**src/rtl/ode_ram_pkg.sv**
```systemverilog
// Shared types and helpers for the multi-port ODE RAM.
package ode_ram_pkg;

    // Upper bounds used by the width-generic helpers below.
    localparam int unsigned MAX_WORD_SIZE  = 256;
    localparam int unsigned MAX_NBYTES     = MAX_WORD_SIZE / 8;
    localparam int unsigned MAX_READ_PORTS = 8;

    typedef enum logic {
        CLEAR = 1'b0,
        READY = 1'b1
    } state_t;

    // Replace the bytes of old_word selected by be with the matching bytes of new_word.
    function automatic logic [MAX_WORD_SIZE-1:0] byte_merge(
        input logic [MAX_WORD_SIZE-1:0] old_word,
        input logic [MAX_WORD_SIZE-1:0] new_word,
        input logic [MAX_NBYTES-1:0]    be
    );
        logic [MAX_WORD_SIZE-1:0] merged;
        merged = old_word;
        for (int b = 0; b < int'(MAX_NBYTES); b++) begin
            if (be[b]) begin
                merged[b*8 +: 8] = new_word[b*8 +: 8];
            end
        end
        return merged;
    endfunction

    // Parameter sanity: whole bytes, bounded width, 1..8 ports, latency 0 or 1.
    function automatic bit params_ok(
        input int unsigned word_size,
        input int unsigned read_ports,
        input int unsigned read_latency
    );
        return (word_size % 8 == 0) && (word_size >= 8) && (word_size <= MAX_WORD_SIZE) &&
               (read_ports >= 1) && (read_ports <= MAX_READ_PORTS) && (read_latency <= 1);
    endfunction

endpackage

```
**src/rtl/ode_ram_clear_ctrl.sv**
```systemverilog
// Zero-sweep controller: walks every address after reset or a soft clear, then raises ready.
module ode_ram_clear_ctrl
    import ode_ram_pkg::*;
#(
    parameter int unsigned ADDRESS_SIZE = 4
) (
    input  logic                  clk,
    input  logic                  rst,
    input  logic                  clr,
    output logic                  clr_we,
    output logic [ADDRESS_SIZE:0] clr_addr,
    output logic                  ready
);

    localparam int unsigned DEPTH = 1 << ADDRESS_SIZE;
    localparam logic [ADDRESS_SIZE:0] LAST_ADDR = (ADDRESS_SIZE+1)'(DEPTH - 1);

    state_t state;

    // Sweep FSM; clr restarts from address 0 from any state.
    always_ff @(posedge clk or posedge rst) begin
        if (rst) begin
            state    <= CLEAR;
            clr_addr <= '0;
            clr_we   <= 1'b1;
            ready    <= 1'b0;
        end else if (clr) begin
            state    <= CLEAR;
            clr_addr <= '0;
            clr_we   <= 1'b1;
            ready    <= 1'b0;
        end else begin
            case (state)
                CLEAR: begin
                    if (clr_addr == LAST_ADDR) begin
                        state    <= READY;
                        clr_addr <= '0;
                        clr_we   <= 1'b0;
                        ready    <= 1'b1;
                    end else begin
                        clr_addr <= clr_addr + (ADDRESS_SIZE+1)'(1);
                    end
                end
                READY: begin
                    clr_we <= 1'b0;
                    ready  <= 1'b1;
                end
                default: begin
                    state    <= CLEAR;
                    clr_addr <= '0;
                    clr_we   <= 1'b1;
                    ready    <= 1'b0;
                end
            endcase
        end
    end

endmodule

```
**src/rtl/ode_ram_mp.sv**
```systemverilog
// Multi-read-port, byte-enable write RAM with a zero sweep and optional registered, write-first reads.
module ode_ram_mp
    import ode_ram_pkg::*;
#(
    parameter int unsigned ADDRESS_SIZE = 4,
    parameter int unsigned WORD_SIZE    = 32,
    parameter int unsigned READ_PORTS   = 2,
    parameter int unsigned READ_LATENCY = 1
) (
    input  logic                               clk,
    input  logic                               rst,
    input  logic                               clr,
    input  logic                               we,
    input  logic [ADDRESS_SIZE-1:0]            waddr,
    input  logic [WORD_SIZE-1:0]               wdata,
    input  logic [WORD_SIZE/8-1:0]             wbe,
    input  logic [READ_PORTS-1:0]              re,
    input  logic [READ_PORTS*ADDRESS_SIZE-1:0] raddr,
    output logic [READ_PORTS*WORD_SIZE-1:0]    rdata,
    output logic [READ_PORTS-1:0]              rvalid,
    output logic                               ready,
    output logic                               wr_err
);

    localparam int unsigned DEPTH = 1 << ADDRESS_SIZE;

    if (!params_ok(WORD_SIZE, READ_PORTS, READ_LATENCY)) begin : g_bad_params
        $error("ode_ram_mp: unsupported WORD_SIZE/READ_PORTS/READ_LATENCY");
    end

    logic [WORD_SIZE-1:0]  mem [DEPTH];
    logic                  clr_we;
    logic [ADDRESS_SIZE:0] clr_addr;
    logic                  user_wr;
    logic [WORD_SIZE-1:0]  wr_word;

    ode_ram_clear_ctrl #(
        .ADDRESS_SIZE (ADDRESS_SIZE)
    ) u_clear_ctrl (
        .clk      (clk),
        .rst      (rst),
        .clr      (clr),
        .clr_we   (clr_we),
        .clr_addr (clr_addr),
        .ready    (ready)
    );

    // A user write lands only when ready and not overridden by a soft clear.
    assign user_wr = ready & we & ~clr;
    assign wr_word = WORD_SIZE'(byte_merge(MAX_WORD_SIZE'(mem[waddr]),
                                           MAX_WORD_SIZE'(wdata),
                                           MAX_NBYTES'(wbe)));

    // Memory write: the sweep owns the array while clearing, otherwise the user port.
    always_ff @(posedge clk) begin
        if (clr_we && !clr_addr[ADDRESS_SIZE]) begin
            mem[clr_addr[ADDRESS_SIZE-1:0]] <= '0;
        end else if (user_wr) begin
            mem[waddr] <= wr_word;
        end
    end

    // Flag every write that arrives while clearing or alongside a clear request.
    always_ff @(posedge clk or posedge rst) begin
        if (rst) begin
            wr_err <= 1'b0;
        end else begin
            wr_err <= we & (~ready | clr);
        end
    end

    for (genvar p = 0; p < int'(READ_PORTS); p++) begin : g_rd
        logic [ADDRESS_SIZE-1:0] addr;
        assign addr = raddr[p*ADDRESS_SIZE +: ADDRESS_SIZE];

        if (READ_LATENCY == 0) begin : g_comb
            assign rdata[p*WORD_SIZE +: WORD_SIZE] = ready ? mem[addr] : '0;
            assign rvalid[p] = re[p] & ready;
        end else begin : g_reg
            logic [WORD_SIZE-1:0] fwd;
            logic [WORD_SIZE-1:0] data_q;
            logic                 valid_q;

            assign fwd = (user_wr && (waddr == addr)) ? wr_word : mem[addr];

            // Registered read with write-first forwarding; holds data when idle.
            always_ff @(posedge clk or posedge rst) begin
                if (rst) begin
                    data_q  <= '0;
                    valid_q <= 1'b0;
                end else if (!ready) begin
                    data_q  <= '0;
                    valid_q <= 1'b0;
                end else if (re[p]) begin
                    data_q  <= fwd;
                    valid_q <= 1'b1;
                end else begin
                    valid_q <= 1'b0;
                end
            end

            assign rdata[p*WORD_SIZE +: WORD_SIZE] = data_q;
            assign rvalid[p] = valid_q;
        end
    end

endmodule

```
**config.mk**
```make
export PLATFORM = sky130hd
export DESIGN_NAME = ode_ram_mp
export DESIGN_NICKNAME = d
export VERILOG_FILES = /design/src/rtl/ode_ram_pkg.sv /design/src/rtl/ode_ram_clear_ctrl.sv /design/src/rtl/ode_ram_mp.sv
export SDC_FILE = /design/constraint.sdc
export NUM_CORES = 1
export LEC_CHECK = 0
export BUFFER_PORTS_ARGS = -buffer_cell sky130_fd_sc_hd__clkbuf_2
export CORE_ASPECT_RATIO = 1.25
export CORE_UTILIZATION = 40
export CTS_CLUSTER_DIAMETER = 30
export DETAILED_ROUTE_END_ITERATION = 10
export GPL_TIMING_DRIVEN = 1
export MAX_ROUTING_LAYER = met4
export PLACE_DENSITY = 0.64
export SLEW_MARGIN = 20
export SYNTH_ARGS = -nofsm -noshare
export SYNTH_HDL_FRONTEND = slang
export SYNTH_SLANG_ARGS = --single-unit
export TNS_END_PERCENT = 50
```
**constraint.sdc**
```tcl
create_clock -name clk -period 4 [get_ports clk]
set_clock_uncertainty 0.05 [all_clocks]
set_input_delay 0 -clock clk [delete_from_list [all_inputs] [get_ports clk]]
set_output_delay 0 -clock clk [all_outputs]
set_load 0.1 [all_outputs]
```
==> impl_metrics.env <==
export IMPL_h_tree_depth=3
export IMPL_grt_pass1_vias=23000
export IMPL_syn_nets=2008
export IMPL_die_x_um=250
export IMPL_setup_viol=0
export IMPL_worst_hold_path_type="in2reg"
export IMPL_setup_tns_final_ps=0
export IMPL_hold_violations=0
export IMPL_clockBufferDepth=3
export IMPL_vias=22200
export IMPL_grt_use_met3=0.0679
export IMPL_multi_input_area_um2=12900
export IMPL_antenna_found_initial=0
export IMPL_holdCritStartpoint="wbe[1]"
export IMPL_clk_latency_ps=690
export IMPL_die_height_um=312
export IMPL_synth_area_um2=30800
export IMPL_dieArea_um2=78200
export IMPL_numCtsBuffers=105
export IMPL_start_util=0.405
export IMPL_crit_path_max_fanout=20
export IMPL_met2_usage=0.452
export IMPL_wl_um=109000
export IMPL_yosys_warnings=0
export IMPL_max_freq_ghz=0.303
export IMPL_period_needed_ps=3300
export IMPL_cap_violations=0
export IMPL_synth_top_area_frac=0.499
export IMPL_placed_cell_area_um2=33000
export IMPL_cts_root_buf="clkbuf_16"
export IMPL_critical_path_class="reg2reg"
export IMPL_irDropWorstVdd_mv=0.377
export IMPL_fin_ws_ps=700
export IMPL_power_density_nw_per_um2=472
export IMPL_diodes=0
export IMPL_synth_distinct_cells=44
export IMPL_dp_slack_ps=773
export IMPL_synth_avg_cell_area_um2=15.8
export IMPL_critPathRequiredTime_ps=4340
export IMPL_initialDrtViolationCount=2568
export IMPL_post_cts_buffers=0
export IMPL_ff_latch_area_um2=17300
export IMPL_rows=113
export IMPL_ys_ff_latch=587
export IMPL_drtAntennaViolNets=0
export IMPL_final_area_um2=37200
export IMPL_cp_startpoint="u_clear_ctrl.ready$_DFFE_PP0P_"
export IMPL_fin_cells=3224
export IMPL_use_met1=0.336
export IMPL_grt_usage=0.287
export IMPL_status="finished clean"
export IMPL_first_pass_iters=7
export IMPL_synth_top_area_cell="edfxtp_1"
export IMPL_grt_max_degree=129
export IMPL_fin_crit_sh=0.825
export IMPL_clock_sinks=587
export IMPL_synth_area_leaders="edfxtp_1, mux4_2, mux2i_1, dfrtp_1, a22oi_1"
export IMPL_synth_seq_area_share=0.560
export IMPL_synth_ff_type="edfxtp_1"
export IMPL_slew_headroom=0.177
export IMPL_dp_cells=2981
export IMPL_worst_pin_slew_ps=1230
export IMPL_synth_edf_count=512
export IMPL_tritoncts="built"
export IMPL_clk_pin_slew_ps=60
export IMPL_rsz0062_at_grt="false"
export IMPL_synth_common_cells="edfxtp_1, mux4_2, mux2i_1"
export IMPL_nFillCells=6217
export IMPL_maxSlewViolCount=0
export IMPL_grt_busiest_layer="met2"
export IMPL_avgRoutedWirePerCell_um=33.8
export IMPL_drc=0
export IMPL_area_growth_synth_to_final_pct=20.5
export IMPL_critPathCaptureType="flip-flop"
export IMPL_core_um2=76200
export IMPL_cp_start_kind="flip-flop"
export IMPL_port_buffers=121
export IMPL_syn_inst=1953
export IMPL_r2r_start="u_clear_ctrl.ready$_DFFE_PP0P_"
export IMPL_synthArstFlopShare=0.128
export IMPL_dp_hpwl_um=65900
export IMPL_cts_repair_resized=0
export IMPL_place_gp_congestion=0.924
export IMPL_crit_arrival_ps=3640
export IMPL_grt_pass1_wl_um=158000
export IMPL_ios=122
export IMPL_power_leakage_uw=0.0139
export IMPL_drive_above_1_share=0.325
export IMPL_overflow=0
export IMPL_layout_nets=2209
export IMPL_synth_most_common_cell="edfxtp_1"
export IMPL_vias_per_cell=6.88
per-stage QoR:
stage | total power (µW) | utilization | hold slack, ps
floorplan | 7780 | - | 72.1
global route | 17900 | 0.488 | 68.4
CTS | 17500 | 0.487 | 34.9
finish | 17500 | 0.488 | 47.9
global placement | 8220 | 0.432 | 126
detailed placement | 8250 | 0.433 | 145
final timing paths:
kind                                                        end  slack (ps)  depth (start not counted)
hold / removal             g_rd[0].g_reg.data_q[14]$_DFFE_PP0P_          50                          4
max in group asynchronous  g_rd[1].g_reg.data_q[21]$_DFFE_PP0P_        2340                          5
min in group asynchronous  g_rd[0].g_reg.data_q[14]$_DFFE_PP0P_         540                          4
setup / recovery                            mem[1][1]$_DFFE_PP_         700                          5
hold reg to reg            g_rd[1].g_reg.data_q[31]$_DFFE_PP0P_         450                          2
setup reg to reg                            mem[1][1]$_DFFE_PP_         700                          5
sequential cells by signal, summed over array words and instances (netlist names):
| signal | cells |
|---|---|
| wr_err | 1 |
| u_clear_ctrl.state | 1 |
| mem | 512 |
| u_clear_ctrl.clr_we | 1 |
| g_rd.g_reg.data_q | 64 |
| u_clear_ctrl.ready | 1 |
| g_rd.g_reg.valid_q | 2 |
| u_clear_ctrl.clr_addr | 5 |
routing by layer:
metal | vias up | wire length [µm]
li1 | 8734 | -
met1 | 11300 | 37900
met2 | 1683 | 52200
met3 | 465 | 11700
met4 | 0 | 7070
met5 | - | 0
power breakdown:
part | internal [µW] | switching (µW) | total, µW | leakage, µW
combinational | 550 | 834 | 1380 | 0.00565
sequential | 6720 | 88.7 | 6810 | 0.00645
clock | 5740 | 3590 | 9330 | 0.00182
total | 13000 | 4510 | 17500 | 0.0139
cells by family after synthesis:
logic type	Yosys count	share of synthesized area
XOR/XNOR	9	0.00256
multiplexers	507	0.271
flip-flops	587	0.560
AND/OR/NAND/NOR	253	0.0378
AO/OA/AOI/OAI	407	0.0973
buffers and inverters	189	0.0315
adder cells (fa/ha/maj)	1	0.000406
layout by cell type (no fill, tap or decap), types with 8 or more instances in the layout:
cell type      count
a21oi_1           72
a221o_1           58
a22oi_1          203
a31oi_1           24
a31oi_2           10
buf_12            10
buf_4             99
bufinv_16         11
clkbuf_16        105
clkbuf_2         116
clkinv_1           8
clkinv_2          10
clkinv_4          11
clkinv_8          10
dfrtp_1           74
dlygate4sd3_1     42
edfxtp_1         512
inv_1              9
inv_6             18
inv_8             12
mux2i_1          245
mux4_2           262
nand2_1           97
nand3_1           64
nand4_1           25
nor2_1            17
nor2_4            21
layout make-up:
class,count,area share
repair buffers,273,0.0544
flip-flops and latches,587,0.464
inverters,10,0.00108
well taps,977,0.0329
clock buffers,110,0.0715
multi-input cells,1177,0.347
clock inverters,90,0.0293
timing repair:
item                                   in CTS  in global routing
endpoints found under the hold margin     441                  0
setup endpoints to repair                   0                  0
hold buffers                               42                  0
critical path: stages, from the launching register on:
cell and delay (ps):
dfrtp_1 390, nand3b_1 250, nor2_1 570, a31oi_1 470, nor2_4 940, buf_4 320
(Power assumes the default switching activity.)
